`src/rtl/dcache_data_buffer.sv`:
```
// Multi-entry data holding buffer between the dcache data read stage and the load-return pipe.
// It uses a valid/ready handshake on both sides, a synchronous flush, and a selectable output value while empty.
module dcache_data_buffer #(
    parameter int unsigned DATA_WIDTH = 32,
    parameter int unsigned DEPTH      = 4,
    parameter int unsigned HOLD_LAST  = 0
) (
    input  logic                        clock,
    input  logic                        reset,
    input  logic                        flush,
    input  logic                        in_valid,
    output logic                        in_ready,
    input  logic [DATA_WIDTH-1:0]       in_data,
    output logic                        out_valid,
    input  logic                        out_ready,
    output logic [DATA_WIDTH-1:0]       out_data,
    output logic [$clog2(DEPTH):0]      count
);

    localparam int unsigned PTR_W = $clog2(DEPTH);
    localparam int unsigned CNT_W = PTR_W + 1;
    localparam logic [CNT_W-1:0] FULL_COUNT = CNT_W'(DEPTH);

    logic [DATA_WIDTH-1:0] mem_q [DEPTH];
    logic [PTR_W-1:0]      wrPtr_q, wrPtr_d;
    logic [PTR_W-1:0]      rdPtr_q, rdPtr_d;
    logic [CNT_W-1:0]      count_q, count_d;
    logic [DATA_WIDTH-1:0] lastData_q, lastData_d;
    logic                  push;
    logic                  pop;

    // Ready depends only on occupancy, so no combinational path runs from out_ready to in_ready.
    assign in_ready  = (count_q != FULL_COUNT);
    assign out_valid = (count_q != '0);
    assign count     = count_q;
    assign push      = in_valid & in_ready;
    assign pop       = out_valid & out_ready;

    always_comb begin
        if (out_valid) begin
            out_data = mem_q[rdPtr_q];
        end else if (HOLD_LAST != 0) begin
            out_data = lastData_q;
        end else begin
            out_data = '0;
        end
    end

    // Flush overrides any handshake that coincides with it.
    // Both pointers wrap naturally because DEPTH is a power of two.
    always_comb begin
        wrPtr_d    = wrPtr_q;
        rdPtr_d    = rdPtr_q;
        count_d    = count_q;
        lastData_d = lastData_q;
        if (flush) begin
            wrPtr_d    = '0;
            rdPtr_d    = '0;
            count_d    = '0;
            lastData_d = '0;
        end else begin
            if (push) begin
                wrPtr_d = wrPtr_q + PTR_W'(1);
            end
            if (pop) begin
                rdPtr_d    = rdPtr_q + PTR_W'(1);
                lastData_d = mem_q[rdPtr_q];
            end
            if (push && !pop) begin
                count_d = count_q + CNT_W'(1);
            end else if (pop && !push) begin
                count_d = count_q - CNT_W'(1);
            end
        end
    end

    // Storage has no reset. A write during flush is harmless because the pointers return to zero.
    always_ff @(posedge clock) begin
        if (push) begin
            mem_q[wrPtr_q] <= in_data;
        end
    end

    always_ff @(posedge clock or posedge reset) begin
        if (reset) begin
            wrPtr_q    <= '0;
            rdPtr_q    <= '0;
            count_q    <= '0;
            lastData_q <= '0;
        end else begin
            wrPtr_q    <= wrPtr_d;
            rdPtr_q    <= rdPtr_d;
            count_q    <= count_d;
            lastData_q <= lastData_d;
        end
    end

endmodule

```
`config.mk`:
```
export PLATFORM = sky130hd
export DESIGN_NAME = dcache_data_buffer
export DESIGN_NICKNAME = d
export VERILOG_FILES = /design/src/rtl/dcache_data_buffer.sv
export SDC_FILE = /design/constraint.sdc
export NUM_CORES = 1
export LEC_CHECK = 0
export BUFFER_PORTS_ARGS = -buffer_cell sky130_fd_sc_hd__buf_4
export CAP_MARGIN = 10
export CORE_AREA = 2 2 135 137
export CTS_CLUSTER_SIZE = 12
export DETAILED_ROUTE_END_ITERATION = 7
export DIE_AREA = 0 0 137 139
export GPL_TIMING_DRIVEN = 0
export HOLD_SLACK_MARGIN = 0.03
export SETUP_SLACK_MARGIN = 0.5
export SKIP_LAST_GASP = 1
export SYNTH_ARGS = -nofsm -noshare
export SYNTH_HDL_FRONTEND = slang
export SYNTH_SLANG_ARGS = --single-unit
```
`constraint.sdc`:
```
create_clock -name clock -period 6.59 [get_ports clock]
set_input_delay 0.659 -clock clock [delete_from_list [all_inputs] [get_ports clock]]
set_output_delay 0.659 -clock clock [all_outputs]
set_load 0.005 [all_outputs]
```
# Word level (Yosys, flattened, before mapping)
# Memories as Yosys holds them, arrays and structs flattened.
# Index checks and enable logic that the tools add are counted.
# word_totals
reg_bits	7
mem_bits_rw	128
input_bits	37
out_inout_bits	37
wordCells	29
memories	1
# classes
addsub	4
n_eq_ne	1
mux	10
n_bitwise	2
n_reduce_logical	8
# mem_list
memory	depth	width	read_ports	rd_clocked_by_memory_dff	write_ports	line	rtl
mem_q	4	32	1	0	1	24	logic [DATA_WIDTH-1:0] mem_q [DEPTH];
# op_table
cell	count
$mux W32	1
$mux W3	3
$mux W2	4
$reduce_bool A3 Y1	2
$add A2 B1 Y2 const B	2
$reduce_bool A2 Y1	2
$add A3 B1 Y3 const B	1
$ne A3 B3 Y1 const B	1
$sub A3 B1 Y3 const B	1
$and A1 B1 Y1	2
$logic_and A1 B1 Y1	2
$logic_not A1 Y1	2
$mux W1	2

# Longest topological paths before layout
# depth
depth_word	7
depth_mapped	8
depth_no_buf	7

# Least setup slack after synthesis
# Ideal clock, no wire load.
# synth_timing
path_kind	reg-to-reg
start	reg count_q[0], in the netlist count[0]
end	reg count_q[2], in the netlist count[2]
setup_time_ns	0.094
t_arrival_ns	2.070
required_time_ns	6.496
slack_ns	4.426
path_stages_with_launch	9
n_path_buf	1
period_less_slack_ns	2.164
cell_sequence	dfrtp_1 buf_2 nor3b_1 inv_1 and3_1 fa_1 and3b_1 a21o_1 a211oi_1
# synth_via
elab_cells_between_ends	14
cone_classes	2 x add/sub; 1 x eq/ne; 3 x mux; 2 x bitwise; 6 x reduce/logical
# synth_rtl
item	line	rtl
start: declaration	27	logic [CNT_W-1:0] count_q, count_d;
start signal: assignment	93	count_q <= count_d;
$ne A3 B3 Y1 (*)	33	assign in_ready = (count_q != FULL_COUNT);
via in_ready	12	output logic in_ready,
$and A1 B1 Y1 (*)	36	assign push = in_valid & in_ready;
$logic_and A1 B1 Y1 / $logic_not A1 Y1 (equally long branches)	69, 71	
$mux W3 / $logic_and A1 B1 Y1 (equally long branches)	69, 71	
$mux W3 / $reduce_bool A3 Y1 (equally long branches)	--	
# Mark *: on every way through the listed nets, which the timed path passes. The rest lies on a longest branch. The select of a mux whose other input is x is not followed.
# A chain may end at the register's enable or synchronous reset.

# Final worst setup path
# layout_timing
start	reg count_q[0], in the netlist count[0]
end	out out_data[22]
# layout_via
elab_chain_len	2
# layout_rtl
item	line	rtl
$reduce_bool A3 Y1	34	assign out_valid = (count_q != '0);
$mux W32	40	if (out_valid) begin
end: declaration	16	output logic [DATA_WIDTH-1:0] out_data,
# No other way between the ends.

==> results.yml <==
outcome:
  outcome: "completed"
detailed_routing:
  route.vias.total: 2725
  first_pass_iters: 4
  avgViaCountPerCell: 4.53
  drc_errors: 0
  routed_wl_um: 10600
  routedWlPerCell_um: 17.6
  drt-initial-drc-count: 111
  antenna_left: 0
finish:
  final_core_util: 0.389
  fin_area_mm2: 0.00687
  drive_gt1_frac: 0.403
  synthToLayoutAreaGrowth_pct: 27.2
  nets: 403
  antenna_cells: 0
timing:
  timing.final.crit_period_ns: 2.90
  final_hold_viol_count: 0
  tightest_slew_ns: 0.550
  finalCritPeriodShare: 0.440
  clock_skew_ns: 0.00998
  max_freq_ghz: 0.345
  drv_slew: 0
  rsz0062_at_grt: "false"
  finalSetupTns_ns: 0
  max_slew_margin: 0.631
  setup_viol: 0
placement:
  portBuffers: 71
  gp_congestion: 0.701
  dp_hpwl_um: 6980
  place_area_mm2: 0.00630
clock_tree:
  cts.htree.levels: 4
  cts_setup_buffers: 0
  cts_hold_buf: 0
  postCtsResizedCells: 0
  cts_buffers: 17
  cts_tree: "yes"
  cts.path.max_buffers: 2
  clk_pin_slew_ns: 0.05
  clock_latency_ns: 0.42
  cts_sinks: 135
  root_buffer: "clkbuf_16"
setup_path:
  critPathKind: "reg -> out"
  worstSetupStartpointType: "register"
  arrival_ns: 2.24
  worstPathMaxFanout: 10
  worst_setup_path_end_kind: "output pin"
  required_ns: 5.93
logic_synthesis:
  synth.avg_cell_area_um2: 20.2
  muxShareOfSynthArea: 0.138
  synth_xor_area_frac: 0.00324
  yosysSeqAreaShare: 0.744
  ys_ff_latch: 135
  yosys_warnings: 0
  async_flop_share: 0.0519
  synthDistinctLibCells: 33
  synth-edff-count: 128
  syn_inst: 267
  syn-cell-area_mm2: 0.00540
  synth-adder-area-share: 0.0130
  synth_top_family_by_area: "multiplexers"
  syn-num-nets: 309
  synthSimpleGateAreaFrac: 0.0545
  synthFlopType: "edfxtp_1"
  synth_compound_area_frac: 0.0213
floorplanning:
  die_h_um: 139
  die-area_mm2: 0.0190
  num_rows: 49
  core_mm2: 0.0177
  initial_core_util: 0.306
  die_width_um: 137
  ios: 74
pwr:
  finalPower_w: 0.00277
  leakagePower_nw: 2.42
  ir_drop_mv: 0.194
  power_density_mw_per_mm2: 403
hold_path:
  hp-class: "in -> async"
grt:
  grt_start_max_net_pins: 23
  track_usage: 0.119
  antenna_found_initial: 0
  grt_pass1_wl_um: 16200
  grt_overflow_total: 0
  grt_pass1_vias: 2857
flow_run:
  drv_cap: 0
## metal layers
layer,GRT usage,vias to the layer above,wire [µm]
met4,0.0570,0,210
met3,0.0384,16,516
met5,0,-,0
li1,-,1243,-
met2,0.199,66,5510
met1,0.138,1400,4350
## kinds of logic after synthesis
group                    Yosys count
flip-flops                       135
AND/OR/NAND/NOR                   49
multiplexers                      34
buffers and inverters             26
AO/OA/AOI/OAI                     16
adder cells (fa/ha/maj)            5
XOR/XNOR                           2
## layout make-up
| class | count | area (µm²) |
|---|---|---|
| multi-input cells | 106 | 1250 |
| clock inverters | 12 | 136 |
| well taps | 229 | 287 |
| flip-flops and latches | 135 | 4020 |
| clock buffers | 18 | 429 |
| repair buffers | 75 | 613 |
| inverters | 10 | 37.5 |
| fillers | 1643 | 10800 |
| plain buffers | 16 | 100 |
## metrics by stage
step	hold WS (ns)	std cells	setup slack, ns
floorplan	0.462	267	4.43
global placement	0.583	567	3.53
detailed placement	0.596	571	4.06
CTS	0.185	601	3.56
global route	0.201	601	3.48
finish	0.190	601	3.69
## cells in the final DEF, fill, tap and decap left out, types with 4 or more instances in the layout
cell | synthesis | final
edfxtp_1 | 128 | 128
clkinv_2 | 0 | 4
nor2_1 | 7 | 7
dfrtp_1 | 7 | 7
buf_12 | 0 | 4
mux4_2 | 32 | 32
clkbuf_1 | 5 | 6
and3_2 | 0 | 4
clkbuf_16 | 0 | 17
buf_4 | 1 | 72
buf_2 | 5 | 5
ha_1 | 4 | 4
buf_6 | 4 | 4
nor2b_1 | 32 | 32
inv_1 | 10 | 10
## cells in the mapped netlist (2+ instances only)
cell type / instances / area [µm²]
a21oi_1: 2 / 10.0
buf_2: 5 / 25.0
and3_1: 5 / 31.3
buf_6: 4 / 45.0
nand3_1: 2 / 10.0
ha_1: 4 / 50.1
o31ai_1: 2 / 15.0
mux4_2: 32 / 721
inv_1: 10 / 37.5
nor2b_1: 32 / 200
xor2_1: 2 / 17.5
o21ai_0: 3 / 15.0
clkbuf_1: 5 / 18.8
dfrtp_1: 7 / 175
edfxtp_1: 128 / 3840
nor2_1: 7 / 26.3
## where the power goes
group          internal (W)  switching [W]
clock              0.000582       0.000322
combinational      0.000436       0.000381
sequential          0.00103      0.0000225
## worst paths after layout
kind,start,to,slack (ns),depth (start not counted)
hold reg to reg,wrPtr_q[0]$_DFFE_PP0P_,wrPtr_q[0]$_DFFE_PP0P_,0.61,2
setup reg to reg,count[0]$_DFFE_PP0P_,count[2]$_DFFE_PP0P_,4.18,8
max in group asynchronous,reset,count[1]$_DFFE_PP0P_,6.17,2
hold / removal,reset,count[2]$_DFFE_PP0P_,0.19,2
setup / recovery,count[0]$_DFFE_PP0P_,out_data[22],3.69,5
min in group clock,in_data[26],mem_q[2][26]$_DFFE_PP_,0.44,1
## state kept, by name, summed over array words and instances, names as in the netlist
name and flops:
wrPtr_q 2, mem_q 128, rdPtr_q 2, count 3
## critical path, cell delays in order, from the launching register on
cell      delay (ns)
dfrtp_1         0.37
buf_2           0.18
nor3_2          0.48
clkbuf_1        0.47
nor2b_1         0.16
buf_4           0.17
Note: power is estimated with default switching activity, not from simulation.
